### src/rtl/fetch_prefetch_queue.sv
`default_nettype none
// ============================================================================
// Module   : fetch_prefetch_queue
// Purpose  : Instruction prefetcher. Issues word-aligned fetch requests under
//            a credit limit and buffers returned instructions with their PCs
//            in a FIFO for the decoder. Redirects flush the queue and discard
//            stale responses that are still in flight.
// Revision : 1.0 - initial release
// ============================================================================
module fetch_prefetch_queue #(
  parameter int unsigned     XLEN     = 32,
  parameter int unsigned     DEPTH    = 4,
  parameter logic [XLEN-1:0] RESET_PC = '0
) (
  input  logic            clk,
  input  logic            rst,
  output logic            imem_req_valid,
  input  logic            imem_req_ready,
  output logic [XLEN-1:0] imem_req_addr,
  input  logic            imem_rsp_valid,
  input  logic [31:0]     imem_rsp_data,
  input  logic            redirect_valid,
  input  logic [XLEN-1:0] redirect_pc,
  output logic            out_valid,
  input  logic            out_ready,
  output logic [31:0]     out_instr,
  output logic [XLEN-1:0] out_pc,
  output logic [XLEN-1:0] out_pc_plus4
);

  localparam int unsigned       c_ptr_w = (DEPTH > 1) ? $clog2(DEPTH) : 1;
  localparam int unsigned       c_cnt_w = c_ptr_w + 1;
  localparam int unsigned       c_sum_w = c_cnt_w + 2;
  localparam logic [c_sum_w-1:0] c_depth = c_sum_w'(DEPTH);
  localparam logic [XLEN-1:0]   c_four  = XLEN'(4);
  localparam logic [XLEN-1:0]   c_align = ~(XLEN'(3));
  localparam logic [31:0]       c_nop   = 32'h0000_0013;

  // Fetch address and decoder-facing queue storage
  logic [XLEN-1:0]    r_fetch_pc;
  logic [31:0]        r_q_instr [DEPTH];
  logic [XLEN-1:0]    r_q_pc    [DEPTH];
  logic [c_ptr_w-1:0] r_q_head;
  logic [c_ptr_w-1:0] r_q_tail;
  logic [c_cnt_w-1:0] r_q_count;

  // PCs of live requests awaiting their response, oldest at the head
  logic [XLEN-1:0]    r_if_pc   [DEPTH];
  logic [c_ptr_w-1:0] r_if_head;
  logic [c_ptr_w-1:0] r_if_tail;
  logic [c_cnt_w-1:0] r_if_count;

  // Responses still owed for requests made before the last redirect
  logic [c_cnt_w-1:0] r_drop_cnt;

  logic [c_sum_w-1:0] w_credit_used;
  logic               w_req_fire;
  logic               w_rsp_answered;
  logic               w_rsp_stale;
  logic               w_rsp_accept;
  logic               w_pop;
  logic [XLEN-1:0]    w_head_pc;

  // Stale responses always precede live ones, so drop_cnt alone classifies a response
  assign w_credit_used  = c_sum_w'(r_q_count) + c_sum_w'(r_if_count) + c_sum_w'(r_drop_cnt);
  assign imem_req_valid = !rst && !redirect_valid && (w_credit_used < c_depth);
  assign imem_req_addr  = r_fetch_pc;
  assign w_req_fire     = imem_req_valid && imem_req_ready;
  assign w_rsp_answered = imem_rsp_valid && ((r_drop_cnt != '0) || (r_if_count != '0));
  assign w_rsp_stale    = imem_rsp_valid && (r_drop_cnt != '0);
  assign w_rsp_accept   = imem_rsp_valid && (r_drop_cnt == '0) && (r_if_count != '0)
                          && !rst && !redirect_valid;

  assign out_valid      = !rst && !redirect_valid && (r_q_count != '0);
  assign w_pop          = out_valid && out_ready;
  assign w_head_pc      = rst ? RESET_PC : r_q_pc[r_q_head];
  assign out_pc         = w_head_pc;
  assign out_pc_plus4   = w_head_pc + c_four;
  assign out_instr      = rst ? c_nop : r_q_instr[r_q_head];

  // Control state: fetch PC, FIFO pointers, occupancy and discard counters
  always_ff @(posedge clk) begin
    if (rst) begin
      r_fetch_pc <= RESET_PC;
      r_q_head   <= '0;
      r_q_tail   <= '0;
      r_q_count  <= '0;
      r_if_head  <= '0;
      r_if_tail  <= '0;
      r_if_count <= '0;
      r_drop_cnt <= '0;
    end else if (redirect_valid) begin
      r_fetch_pc <= redirect_pc & c_align;
      r_q_head   <= '0;
      r_q_tail   <= '0;
      r_q_count  <= '0;
      r_if_head  <= '0;
      r_if_tail  <= '0;
      r_if_count <= '0;
      // Everything still owed becomes stale; a response arriving now is itself discarded
      r_drop_cnt <= r_drop_cnt + r_if_count - c_cnt_w'(w_rsp_answered);
    end else begin
      if (w_req_fire) begin
        r_fetch_pc <= r_fetch_pc + c_four;
        r_if_tail  <= r_if_tail + c_ptr_w'(1);
      end
      if (w_rsp_accept) begin
        r_if_head <= r_if_head + c_ptr_w'(1);
        r_q_tail  <= r_q_tail + c_ptr_w'(1);
      end
      if (w_pop) begin
        r_q_head <= r_q_head + c_ptr_w'(1);
      end
      if (w_rsp_stale) begin
        r_drop_cnt <= r_drop_cnt - c_cnt_w'(1);
      end
      r_if_count <= r_if_count + c_cnt_w'(w_req_fire) - c_cnt_w'(w_rsp_accept);
      r_q_count  <= r_q_count + c_cnt_w'(w_rsp_accept) - c_cnt_w'(w_pop);
    end
  end

  // Payload storage; validity is tracked entirely by the pointers above
  always_ff @(posedge clk) begin
    if (w_req_fire) begin
      r_if_pc[r_if_tail] <= r_fetch_pc;
    end
    if (w_rsp_accept) begin
      r_q_instr[r_q_tail] <= imem_rsp_data;
      r_q_pc[r_q_tail]    <= r_if_pc[r_if_head];
    end
  end

endmodule
`default_nettype wire
### config.mk
export PLATFORM = sky130hd
export DESIGN_NAME = fetch_prefetch_queue
export DESIGN_NICKNAME = d
export VERILOG_FILES = /design/src/rtl/fetch_prefetch_queue.sv
export SDC_FILE = /design/constraint.sdc
export NUM_CORES = 1
export LEC_CHECK = 0
export CORE_ASPECT_RATIO = 2
export CORE_MARGIN = 2
export CORE_UTILIZATION = 41
export CTS_CLUSTER_DIAMETER = 150
export DETAILED_ROUTE_END_ITERATION = 10
export GPL_ROUTABILITY_DRIVEN = 0
export PLACE_DENSITY = 0.7
export SLEW_MARGIN = 20
export SYNTH_ARGS = -nofsm -noshare
export SYNTH_HDL_FRONTEND = slang
export SYNTH_SLANG_ARGS = --single-unit
export TNS_END_PERCENT = 10
### constraint.sdc
create_clock -name clk -period 4.15 [get_ports clk]
set_input_delay 0.415 -clock clk [delete_from_list [all_inputs] [get_ports clk]]
set_output_delay 0.415 -clock clk [all_outputs]
set_load 0.005 [all_outputs]
==> results of run 1 <==
## cell type report
| type | count | share of cell area |
|---|---|---|
| Tap cell | 545 | 0.0318 |
| Clock inverter | 24 | 0.0130 |
| Inverter | 38 | 0.00665 |
| Timing Repair Buffer | 223 | 0.104 |
| Sequential cell | 419 | 0.564 |
| Multi-Input combinational cell | 542 | 0.237 |
| Clock buffer | 44 | 0.0444 |
## flip-flops by register name, indices dropped and copies added, names as in the netlist, 3 cells and up, named ones only
signal	flops
r_q_instr	128
r_q_count	3
r_if_pc	120
r_q_pc	120
imem_req_addr	30
r_if_count	3
r_drop_cnt	3
## cell usage after synthesis, drive strengths merged, types with 2 or more instances
cell type	count	area, um2
nor2b	46	288
mux4	82	1890
o22a	2	17.5
xor2	19	166
nand4b	3	32.5
clkbuf	23	86.3
nor3b	2	15.0
or2	8	50.1
o21ai	13	65.1
inv	37	139
nand3	27	135
a31oi	10	62.6
xnor2	23	201
o21a	2	15.0
fa	6	120
ha	21	263
buf	31	264
nand2	48	180
or4	5	37.5
a211o	2	17.5
and4	6	52.6
mux2i	23	230
nand4	14	103
nor2	47	176
o211ai	3	27.5
nor3	17	95.1
or3	2	12.5
a32oi	4	35.0
o311ai	3	26.3
a21oi	33	165
o22ai	9	76.3
nand2b	5	31.3
nor4	7	88.8
a211oi	3	22.5
edfxtp	368	11100
and2	22	138
and3	3	20.0
dfxtp	51	1020
mux2	8	90.1
## report_power, final
group	leakage, uW	internal [uW]	switching, uW
Sequential	0.00376	4640	62.9
Clock	0.000585	1930	1540
Combinational	0.00252	262	249
Total	0.00686	6830	1850
## logic make-up (layout without fill, tap and decap cells)
| logic type | Yosys count | in the layout | synth area share |
|---|---|---|---|
| compound gates | 89 | 89 | 0.0327 |
| xor+xnor | 42 | 42 | 0.0209 |
| fa+ha+maj | 27 | 27 | 0.0218 |
| buf+inv | 92 | 329 | 0.0280 |
| flops | 419 | 419 | 0.686 |
| mux | 113 | 113 | 0.126 |
| other cells | 1 | 6 | 0.000213 |
| simple gates | 265 | 265 | 0.0841 |
## layout by cell type (no fill, tap or decap), types with 23 or more instances in the layout
| cell | synthesis | final |
|---|---|---|
| a21oi_1 | 33 | 33 |
| buf_4 | 7 | 26 |
| clkbuf_16 | 0 | 37 |
| clkdlybuf4s50_1 | 0 | 190 |
| dfxtp_1 | 51 | 47 |
| edfxtp_1 | 368 | 368 |
| inv_1 | 37 | 37 |
| mux2i_1 | 23 | 23 |
| mux4_2 | 70 | 70 |
| nand2_1 | 48 | 48 |
| nand3_1 | 27 | 27 |
| nor2_1 | 47 | 47 |
| nor2b_1 | 46 | 46 |
## how the worst max path moves through the flow
stage / start / end / slack [ns] / cells past startpoint
floorplan: r_q_count[1]$_SDFF_PP0_ / r_if_count[2]$_SDFF_PP0_ / 0.36 / 17
global placement: register / out_pc_plus4[20] / 0.40 / 8
detailed placement: register / out_pc_plus4[30] / 0.33 / 8
CTS: register / out_pc_plus4[21] / 0.005 / 9
global route: register / out_pc_plus4[31] / 0.008 / 9
finish: register / out_pc_plus4[21] / 0.18 / 9
## worst min-delay path, stage by stage
cell and delay [ns]:
clkdlybuf4s50_1 0.39, nand2_1 0.06, a21oi_1 0.05
## layer usage
layer  part of all wire  wire [um]  up-vias  global-route usage
met1               0.35      13400     4891               0.182
met2               0.56      21100      281               0.326
met3              0.046       1750       77              0.0247
li1                   -          -     4474                   -
met4              0.040       1510        0              0.0746
met5                  0          0        -                   0
## repair_timing
item                                    in CTS  in global routing
gates resized for setup                      3                  3
endpoints found under the setup margin       9                 10
buffers inserted                             2                  4
pin swaps                                    2                  0
## metrics by stage
stage / total power (uW) / utilization / area, um2
after detailed placement: 5300 / 0.474 / 20100
final: 8680 / 0.505 / 21400
after global placement: 5280 / 0.474 / 20100
after global routing: 8990 / 0.505 / 21400
after floorplan: 5040 / - / 17600
after CTS: 8790 / 0.504 / 21400
==> reports/qor.csv, run 1 <==
stage;metric;value;unit
worst_setup_path;crit_path_max_incr_delay;0.56;ns
clock_network;clockBufferDepth;3;
route;wire_per_inst;20.6;um
timing;period_needed;3.97;ns
floorplan;die_x;150;um
worst_setup_path;rr_endpoint;r_if_count[2]$_SDFF_PP0_;
route;drc;0;
placement;dp_hpwl;25800;um
route;dr.pass1.iters;5;
worst_setup_path;critPathMaxFanout;55;
worst_setup_path;crit_buf_inv;3;
timing;rsz0062_at_grt;no;
floorplan;ios;200;
clock_network;numCtsBuffers;37;
synthesis;synthesis.area_per_instance;16.8;um2
worst_hold_path;min_to;imem_req_addr[27]$_SDFFE_PP0P_;
worst_setup_path;r2r_start;r_q_count[1]$_SDFF_PP0_;
power_and_ir_drop;power_leakage;0.00686;uW
worst_setup_path;crit_chain;buf_16 > mux2i_1 > or2_2 > o22a_1 > nor4_4 > buf_4 > nand2_1 > xnor2_2 > clkdlybuf4s50_1;
layout;nets;1358;
timing;finalMaxSlewViolations;0;
global_routing;track_usage;0.171;
global_routing;grt_max_degree;74;
layout;final-seq-area;12100;um2
power_and_ir_drop;power_density;405;nW/um2
worst_setup_path;ff2ff_setup_slack;0.60;ns
route;antenna_left;0;
job;drv_cap;0;
synthesis;synthCells;1048;
clock_network;cts_sinks;419;
synthesis;synth-edff-count;368;
placement;dp_cells;1761;
timing;finalSetupViolCount;0;
timing;finClkSkew;0.0234;ns
synthesis;yosys_most_used_dff;edfxtp_1;
clock_network;cts_hold_buf;0;
layout;drive_above_1_share;0.153;
global_routing;grt_pass1_wl;58300;um
layout;fillers;3485;
route;vias;9723;
worst_hold_path;hold_start;redirect_pc[27];
timing;whs;0.418;ns
worst_hold_path;hold_path_depth;3;
worst_setup_path;end_kind;output pin;
timing;slew_headroom;0.393;
floorplan;die_h;297;um
synthesis;ys_ff_latch;419;
timing;setup_slack;0.175;ns
floorplan;fp.coreArea;42400;um2
synthesis;ys_seq_area_frac;0.686;
synthesis;synth.cell_area;17600;um2
global_routing;grt_pass1_vias;10300;
timing;fin_crit_sh;0.958;
timing;hold_violations;0;
layout;area_growth_syn_to_layout;21.9;%
global_routing;antenna_found_initial;0;
synthesis;yosysWarnings;0;
layout;multiInputGateArea;5070;um2
worst_hold_path;hold_class;in -> reg;
run_status;outcome;completed;
worst_setup_path;cp-start-kind;register;
global_routing;grt_overflow;0;
worst_setup_path;worstSetupPathType;reg -> out;
worst_setup_path;cp_slowest_cell;clkdlybuf4s50_1;
clock_network;cts-root-buf;clkbuf_16;
synthesis;synth_cell_types;64;
route;vias_per_cell;5.30;
route;initialDrtViolationCount;531;
timing;fin_setup_tns;0;ns
timing;tightest_slew;0.907;ns
worst_setup_path;cp.required;3.73;ns
timing;fmax;252;MHz
floorplan;initial_utilization;0.414;
synthesis;synth-async-reset-ratio;0;
clock_network;cts_tree;yes;
placement;pre_cts_slack;0.335;ns
route;totalWireLength;37700;um
clock_network;cts.clk_slew.worst_paths;0.08;ns
worst_setup_path;critical-path-top-delay-family;buffers and inverters;
placement;port_buffers;191;
clock_network;cts-htree-levels;2;
floorplan;rows;107;
worst_setup_path;worstPathArrival;3.56;ns
clock_network;worstSkewPairLatency;0.55;ns
floorplan;fp.dieArea;44700;um2
worst_setup_path;r2r.worst_path.cells;14;
layout;antenna_cells;0;
layout;final_cells;1835;
power_and_ir_drop;ir_worst_vdd;0.305;mV
Power figures use the tool's default switching activity.
==> run 2: changes to the inputs <==
--- a/config.mk
+++ b/config.mk
@@ -7,11 +7,11 @@
 export LEC_CHECK = 0
 export CORE_ASPECT_RATIO = 2
 export CORE_MARGIN = 2
-export CORE_UTILIZATION = 41
+export CORE_UTILIZATION = 50
 export CTS_CLUSTER_DIAMETER = 150
 export DETAILED_ROUTE_END_ITERATION = 10
 export GPL_ROUTABILITY_DRIVEN = 0
-export PLACE_DENSITY = 0.7
+export PLACE_DENSITY = 0.77
 export SLEW_MARGIN = 20
 export SYNTH_ARGS = -nofsm -noshare
 export SYNTH_HDL_FRONTEND = slang
==> run 2 against run 1 <==
  * Via count rose by 0.40%
  * Sequential power barely moved
  * First-iteration DRC count fell by 23%
  * Die area fell by 18%
  * Register-to-register slack got worse by 0.03 ns
  * Non-clock buffer count did not move
  * Routed wire length fell by 3.3%
  * Clock power barely moved
  * Count of clock-buffer cells in the layout fell by 1
  * Design area fell by 0.46%
==> reports/qor.csv, run 2 (same netlist as run 1, synthesis figures left out) <==
stage;metric;value;unit;change
worst_setup_path;critPathMaxFanout;12;;-78%
timing;hold_violations;0;;unchanged
floorplan;fp.coreArea;34800;um2;-18%
worst_hold_path;hold_class;in -> reg;;
worst_setup_path;end_kind;output pin;;
route;wire_per_inst;21.1;um;+2.6%
clock_network;clockBufferDepth;3;;unchanged
power_and_ir_drop;power_leakage;0.00687;uW;+0.20%
power_and_ir_drop;power_density;408;nW/um2;+0.70%
power_and_ir_drop;p_sw;1740;uW;-5.7%
clock_network;cts_sinks;419;;unchanged
layout;drive_above_1_share;0.156;;+0.00215
floorplan;initial_utilization;0.505;;+0.0905
global_routing;grt_max_degree;63;;-15%
floorplan;fp.dieArea;36800;um2;-18%
timing;fin_setup_tns;0;ns;unchanged
route;dr.pass1.iters;5;;unchanged
power_and_ir_drop;intPower;6960;uW;+1.9%
clock_network;cts_tree;yes;;
route;antenna_left;0;;unchanged
placement;dpl_cell_area;20000;um2;-0.55%
route;vias_per_cell;5.64;;+6.5%
clock_network;numCtsBuffers;35;;-5.4%
floorplan;die_x;137;um;-9.2%
timing;fmax;251;MHz;about the same
layout;top_register;r_q_instr;;
timing;tightest_slew;0.830;ns;-0.0771 ns
power_and_ir_drop;p_comb_frac;0.059;;about the same
global_routing;grt_overflow;0;;unchanged
clock_network;worstSkewPairLatency;0.52;ns;-0.03 ns
floorplan;die_h;269;um;-9.3%
power_and_ir_drop;power_frac_seq;0.540;;about the same
worst_setup_path;cp.required;3.73;ns;about the same
floorplan;rows;97;;-9.3%
route;initialDrtViolationCount;408;;-23%
route;vias;9762;;+0.40%
worst_setup_path;critical-path-top-delay-family;simple AND/OR/NAND/NOR gates;;
timing;slew_headroom;0.446;;+0.0531
layout;layout_commonest_cell;edfxtp_1;;
timing;finalSetupViolCount;0;;unchanged
layout;biggestRegsByFlops;r_q_instr: 128 flops, r_if_pc: 120 flops, r_q_pc: 120 flops;;
clock_network;cts.clk_slew.worst_paths;0.07;ns;about the same
timing;finalMaxSlewViolations;0;;unchanged
global_routing;antenna_found_initial;0;;unchanged
timing;setup_slack;0.172;ns;-0.00324 ns
power_and_ir_drop;ir_worst_vdd;0.299;mV;-2.0%
timing;period_needed;3.98;ns;+0.00324 ns
clock_network;cts-root-buf;clkbuf_16;;
layout;antenna_cells;0;;unchanged
timing;rsz0062_at_grt;yes;;
clock_network;cts-htree-levels;2;;unchanged
placement;port_buffers;191;;unchanged
worst_setup_path;cp_slowest_cell;or4_4;;
worst_setup_path;crit_buf_inv;3;;unchanged
layout;nets;1356;;-0.15%
route;drc;0;;unchanged
worst_setup_path;crit_chain;buf_6 > or2_0 > buf_4 > o22ai_1 > nand4_1 > or4_4 > nor4_4 > xnor2_1 > clkdlybuf4s50_1;;
layout;largest_register_ffs;128;;unchanged
timing;finClkSkew;0.00925;ns;-0.0142 ns
layout;finalInstanceArea;21300;um2;-0.46%
power_and_ir_drop;swShare;0.200;;-0.0126
job;drv_cap;0;;unchanged
layout;mostFrequentLayoutCells;368 x edfxtp_1, 190 x clkdlybuf4s50_1, 70 x mux4_2, 48 x nand2_1, 48 x dfxtp_1;;
timing;whs;0.442;ns;+0.0240 ns
global_routing;grt_pass1_vias;10300;;-0.57%
worst_setup_path;worstSetupPathType;reg -> out;;
worst_setup_path;crit_path_max_incr_delay;0.64;ns;+0.08 ns
global_routing;grt_pass1_wl;56700;um;-2.8%
worst_setup_path;cp-start-kind;register;;
global_routing;track_usage;0.203;;+0.0320
run_status;outcome;completed;;
power_and_ir_drop;power.total;8700;uW;+0.24%
layout;area_growth_syn_to_layout;21.3;%;
floorplan;ios;200;;unchanged
placement;dp_hpwl;24100;um;-6.3%
timing;fin_crit_sh;0.959;;about the same
worst_setup_path;worstPathArrival;3.56;ns;about the same
placement;pre_cts_slack;0.313;ns;-0.0212 ns
power_and_ir_drop;p_clk_frac;0.401;;about the same
route;totalWireLength;36500;um;-3.3%
## run 2: worst register-to-register path, stage by stage, from the launching register on
cell	delay [ns]
dfxtp_1	0.45
inv_1	0.09
fa_1	0.51
inv_1	0.07
fa_1	0.51
nor3b_1	0.28
o21a_1	0.18
inv_1	0.07
ha_1	0.28
inv_1	0.04
ha_1	0.18
fa_1	0.40
xnor2_1	0.21
xnor2_1	0.14
nor2_1	0.06
## run 2: power groups by stage
stage	clock, uW	sequential [uW]	combinational, uW
6_report	3490	4700	516
4_1_cts	3570	4700	521
2_1_floorplan	0	4770	270
3_3_place_gp	0	4780	495
3_5_place_dp	0	4790	518
5_1_grt	3700	4710	570
## run 2: path summary, 6_finish.rpt
path / from / to / slack (ns) / cells past startpoint
setup / recovery: register / out_pc_plus4[26] / 0.17 / 9
hold / removal: redirect_pc[23] / imem_req_addr[23]$_SDFFE_PP0P_ / 0.44 / 3
setup reg to reg: r_if_count[2]$_SDFF_PP0_ / r_if_count[2]$_SDFF_PP0_ / 0.57 / 14
hold reg to reg: r_if_tail[1]$_SDFFE_PP0P_ / r_if_tail[1]$_SDFFE_PP0P_ / 0.51 / 2
## run 2: layout make-up
type,count,area [um2]
fillers,2571,13500
flip-flops and latches,419,12100
multi-input cells,542,5080
repair buffers,223,2240
clock buffers,43,978
well taps,445,557
clock inverters,20,259
inverters,38,143
## run 2: per-layer routing
metal / wire, um / part of all wire / global-route usage
met5: 0 / 0 / 0
met4: 1340 / 0.037 / 0.0907
met3: 1460 / 0.040 / 0.0256
met2: 21200 / 0.58 / 0.391
met1: 12500 / 0.34 / 0.213
## run 2: metrics by stage
stage,util,cells
finish,0.613,1730
global route,0.613,1730
CTS,0.611,1729
detailed placement,0.574,1663
global placement,0.574,1663
floorplan,-,1053
## run 2: repair_timing
item	4_1_cts	5_1_grt
buffers inserted	3	1
pin swaps	1	1
setup endpoints to repair	8	12
gates resized for setup	2	6
hold buffers	0	0
==> edit 1 (settings of run 1) <==
Make the reset (`rst`) asynchronous in one clocked block.
--- a/src/rtl/fetch_prefetch_queue.sv
+++ b/src/rtl/fetch_prefetch_queue.sv
@@ -80,5 +80,5 @@
 
   // Control state: fetch PC, FIFO pointers, occupancy and discard counters
-  always_ff @(posedge clk) begin
+  always_ff @(posedge clk or posedge rst) begin
     if (rst) begin
       r_fetch_pc <= RESET_PC;
Formal check against the unedited RTL: differs if rst is asserted again (counterexample within 4 cycles, from zero or initial values and one cycle with rst high); with rst held inactive, the same outputs for 4 cycles.
==> edit 1 against run 1 <==
Final area about the same. Routed wire length rose by 0.41%. Combinational power is 35% higher. Maximum frequency grew 0.53%. Synthesized area rose by 0.41%. Setup slack better by 0.021 ns. Register-to-register slack gained 0.11 ns. Total power increased by 1.3%. Sequential cell count down 4.
==> edit 1: results (changes against run 1) <==
Run status
  • Status: completed

Pwr
  • Comb pwr share: 7.9% (+2.0 points)
  • Power per Cell Area: 410 nW/um^2 (+1.3%)
  • Seq pwr share: 54.7% (+0.6 points)
  • Leakage: 6.97 nW (+1.6%)
  • Sw frac: 21.4% (+0.14 points)
  • Worst vdd ir: 247 uV (-19%)

Global routing
  • Met2 Usage GRT: 31.5% (-1.1 points)
  • GRT Util Overall: 16.9% (-0.20 points)
  • Met3 usage: 2.16% (-0.31 points)
  • First-pass GRT wire length: 57,600 um (-1.3%)
  • Largest net degree at the start of global routing: 78 (+5.4%)
  • Met1 usage: 19.5% (+1.3 points)
  • Vias in the first global route: 10,016 (-3.2%)

Yosys
  • Sequential area share after synthesis: 69.2% (+0.60 points)
  • FFs w/ async S/R, synth: 11.3% (+11 points)
  • Top post-synthesis cells by count: edfxtp_1 (368), mux4_2 (76), and2_1 (63), nand2_1 (59), dfrtp_1 (47)
  • Top area cells in the synthesized netlist: edfxtp_1 (63%), mux4_2 (9.7%), dfrtp_1 (6.7%)
  • Synth Area in Adders: 2.17% (-0.0089 points)
  • Multiplexer share of the synthesized area: 12.1% (-0.46 points)
  • Xor/xnor share of the synthesized area: 2.58% (+0.49 points)
  • Count of cell types in the netlist: 67 (+4.7%)
  • Synth Area in Compound Gates: 3.22% (-0.049 points)
  • Syn Inst Count: 1,024 (-2.3%)

Clock network
  • Clock Latency Late Sink: 0.53 ns (-0.02 ns)
  • Sink Count: 415 (-0.95%)
  • TritonCTS Buffers: 36 (-2.7%)

STA
  • Slew headroom: 50.8% (+11 points)
  • Clk_skew: 0.0300 ns (+0.00654 ns)

Cells and area
  • Invs w/o clock: 29 (-24%)
  • Bufs w/o clock: 219 (-1.8%)
  • Multi-input comb cells: 532 (-1.8%)
  • Clk cell area share: 5.37% (-0.37 points)
  • FF+latch area: 12,200 sq um (+1.3%)
  • Layout cells sized above 1: 15.4% (+0.060 points)
  • Fillers: 3,514 (+0.83%)
  • Final net count: 1,330 (-2.1%)
  • Fraction of area in multi-input gates: 23.6% (-0.051 points)
  • Clk_buf instances: 50 (+14%)

Setup path
  • Max Fanout on Critical Path: 38 (-31%)
  • CP max stage delay: 0.52 ns (-0.04 ns)
  • Arrival time at the worst endpoint: 3.54 ns (-0.02 ns)
  • Crit-path leading delay family: simple AND/OR/NAND/NOR gates

Routing
  • WL met1: 14,100 um (+5.5%)
  • DR WL met3: 1530 um (-13%)
  • Routed len/inst: 21.0 um (+2.1%)
  • Detailed Route Iter0 Violations: 505 (-4.9%)
  • DR WL met2: 21,100 um (-0.11%)
  • Routed wire length: 37,900 um (+0.41%)

Placement
  • Placed cells: 1,739 (-1.2%)
  • HPWL after DPL: 25,800 um (+0.19%)
## edit 1: stage by stage
step	worst slack (ns)	instance area [sq um]
2_1_floorplan	0.376	17700
3_3_place_gp	0.291	20200
3_5_place_dp	0.208	20200
4_1_cts	0.0125	21400
5_1_grt	0.00145	21400
6_report	0.196	21400
## edit 1: path summary, 6_finish.rpt
path                                start           endpoint  slack, ns  cells past startpoint
setup / recovery              r_q_head[0]   out_pc_plus4[13]       0.20                      9
max in group asynchronous             rst       r_if_head[0]       2.99                      3
min in group asynchronous             rst        r_q_head[1]       0.59                      3
hold reg to reg             r_drop_cnt[1]      r_drop_cnt[1]       0.57                      2
setup reg to reg            r_if_count[2]  imem_req_addr[24]       0.71                     12
hold / removal             redirect_valid       r_q_count[1]       0.21                      2
## edit 1: repair_timing
action,4_1_cts,5_1_grt
resized for setup,1,9
setup buffers,1,0
endpoints found under the setup margin,7,10
pin swaps,1,1
endpoints found under the hold margin,0,0
==> edit 2 (config.mk and constraints of run 1) <==
Made on the original files. Change the parameter `XLEN` from 32 to 48.
--- a/src/rtl/fetch_prefetch_queue.sv
+++ b/src/rtl/fetch_prefetch_queue.sv
@@ -9,5 +9,5 @@
 // ============================================================================
 module fetch_prefetch_queue #(
-  parameter int unsigned     XLEN     = 32,
+  parameter int unsigned     XLEN     = 48,
   parameter int unsigned     DEPTH    = 4,
   parameter logic [XLEN-1:0] RESET_PC = '0
Ports: changed (resized imem_req_addr, out_pc, out_pc_plus4 and redirect_pc); port bits go from 200 to 264. The function was not compared with the original's and may differ.
==> edit 2 against run 1 <==
Critical path depth decreased by 1. Count of clock-buffer cells in the layout rose by 14. Clock skew shrank 0.0022 ns. Final area is 37% higher. Routed wire length is 50% higher. Clock power grew 35%. Sequential cell count is 144 higher. Synthesized area rose by 36%. Total power increased by 35%. Setup slack lost 0.073 ns. Hold slack got worse by 0.022 ns. Die area is 35% higher. Highest routed layer is now met5.
==> edit 2: results (changes against run 1) <==
Global routing
  • Initial antenna violation count: 1 (+1)
  • Vias in the first global route: 14,766 (+43%)
  • First-pass GRT wire length: 86,400 um (+48%)
  • Largest net degree at the start of global routing: 79 (+6.8%)
  • GRT Util Overall: 18.7% (+1.6 points)

Yosys
  • Sequential area share after synthesis: 68.0% (-0.61 points)
  • Top post-synthesis cells by count: edfxtp_1 (496), mux4_2 (103), dfxtp_1 (67), nand2_1 (66), nor2_1 (65)
  • Mean post-synth cell area: 16.3 sq um (-2.9%)
  • Top area cells in the synthesized netlist: edfxtp_1 (62%), mux4_2 (9.7%), dfxtp_1 (5.6%)

Routing
  • TritonRoute pass-1 iters: 8 (+3)
  • Routed wire length: 56,600 um (+50%)
  • Detailed Route Iter0 Violations: 810 (+53%)
  • Vias/cell: 5.44 (+2.6%)

Cells and area
  • Final net count: 1,877 (+38%)
  • Non-filler cells in the finished layout: 2,560 (+40%)
  • Biggest regs: r_if_pc: 184 flops, r_q_pc: 184 flops, r_q_instr: 128 flops

STA
  • Minimum clock period: 4.05 ns (+0.0734 ns)
  • Clk_skew: 0.0212 ns (-0.00220 ns)

Clock network
  • TritonCTS Buffers: 47 (+27%)

Setup path
  • R2R cell count: 16 (+2)
  • Flop2flop setup slack: 0.66 ns (+0.06 ns)
  • Crit-path leading delay family: simple AND/OR/NAND/NOR gates
  • Arrival time at the worst endpoint: 3.63 ns (+0.07 ns)
  • Max Fanout on Critical Path: 16 (-71%)

Hold path
  • Hold Startpoint: redirect_pc[22]
  • Worst Hold Path EP: imem_req_addr[22]

Pwr
  • Worst vdd ir: 268 uV (-12%)
  • Leakage: 9.44 nW (+38%)

Placement
  • Placed cell areas: 27,600 sq um (+37%)
  • HPWL after DPL: 39,100 um (+52%)

Run status
  • Status: completed
edit 2: changes by cell type after synthesis, sizes merged, moves of 13 or more:
cell	before	now
clkbuf	23	40
dfxtp	51	67
edfxtp	368	496
mux4	82	108
nand2	48	66
nor2	47	65
o21ai	13	26
xnor2	23	44
edit 2: cell families after synthesis:
| group | Yosys count | share of synthesized area [%] |
|---|---|---|
| compound gates | 154 | 4.26 |
| xor+xnor | 63 | 2.31 |
| fa+ha+maj | 27 | 1.60 |
| buf+inv | 119 | 2.43 |
| flops | 563 | 68.0 |
| mux | 151 | 12.1 |
| other cells | 1 | 0.0157 |
| simple gates | 386 | 9.21 |
edit 2: where the power goes:
part / total [mW] / leakage, nW / internal (mW) / switching (mW)
registers: 6.32 / 5.05 / 6.23 / 0.0946
logic: 0.683 / 3.60 / 0.346 / 0.337
clock network: 4.67 / 0.785 / 2.72 / 1.95
edit 2: layer usage:
layer	track usage, %	vias to the layer above	share of wire [%]	wire [um]
met1	20.8	7004	37	20900
li1	-	6333	-	-
met2	35.5	472	54	30600
met5	0	-	0.014	8
met3	2.61	111	5.0	2840
met4	7.47	2	3.9	2220
edit 2: what timing repair did:
action / in CTS / in global routing
endpoints found under the setup margin: 27 / 27
resized for setup: 12 / 17
pin swaps: 3 / 5
cloned: 1 / 0
setup buffers: 5 / 1
edit 2: area by class of cell:
cell class,instances,area (sq um)
Timing Repair Buffer,322,3230
Multi-Input combinational cell,787,7190
Fill cell,4775,28500
Clock inverter,25,358
Inverter,43,161
Sequential cell,563,16200
Tap cell,762,953
Clock buffer,58,1260
edit 2: metrics by stage:
step | util, % | hold slack, ns
final | 50.8 | 0.396
after global routing | 50.8 | 0.402
after CTS | 50.7 | 0.369
after detailed placement | 47.6 | 0.504
after global placement | 47.6 | 0.477
after floorplan | - | 0.469
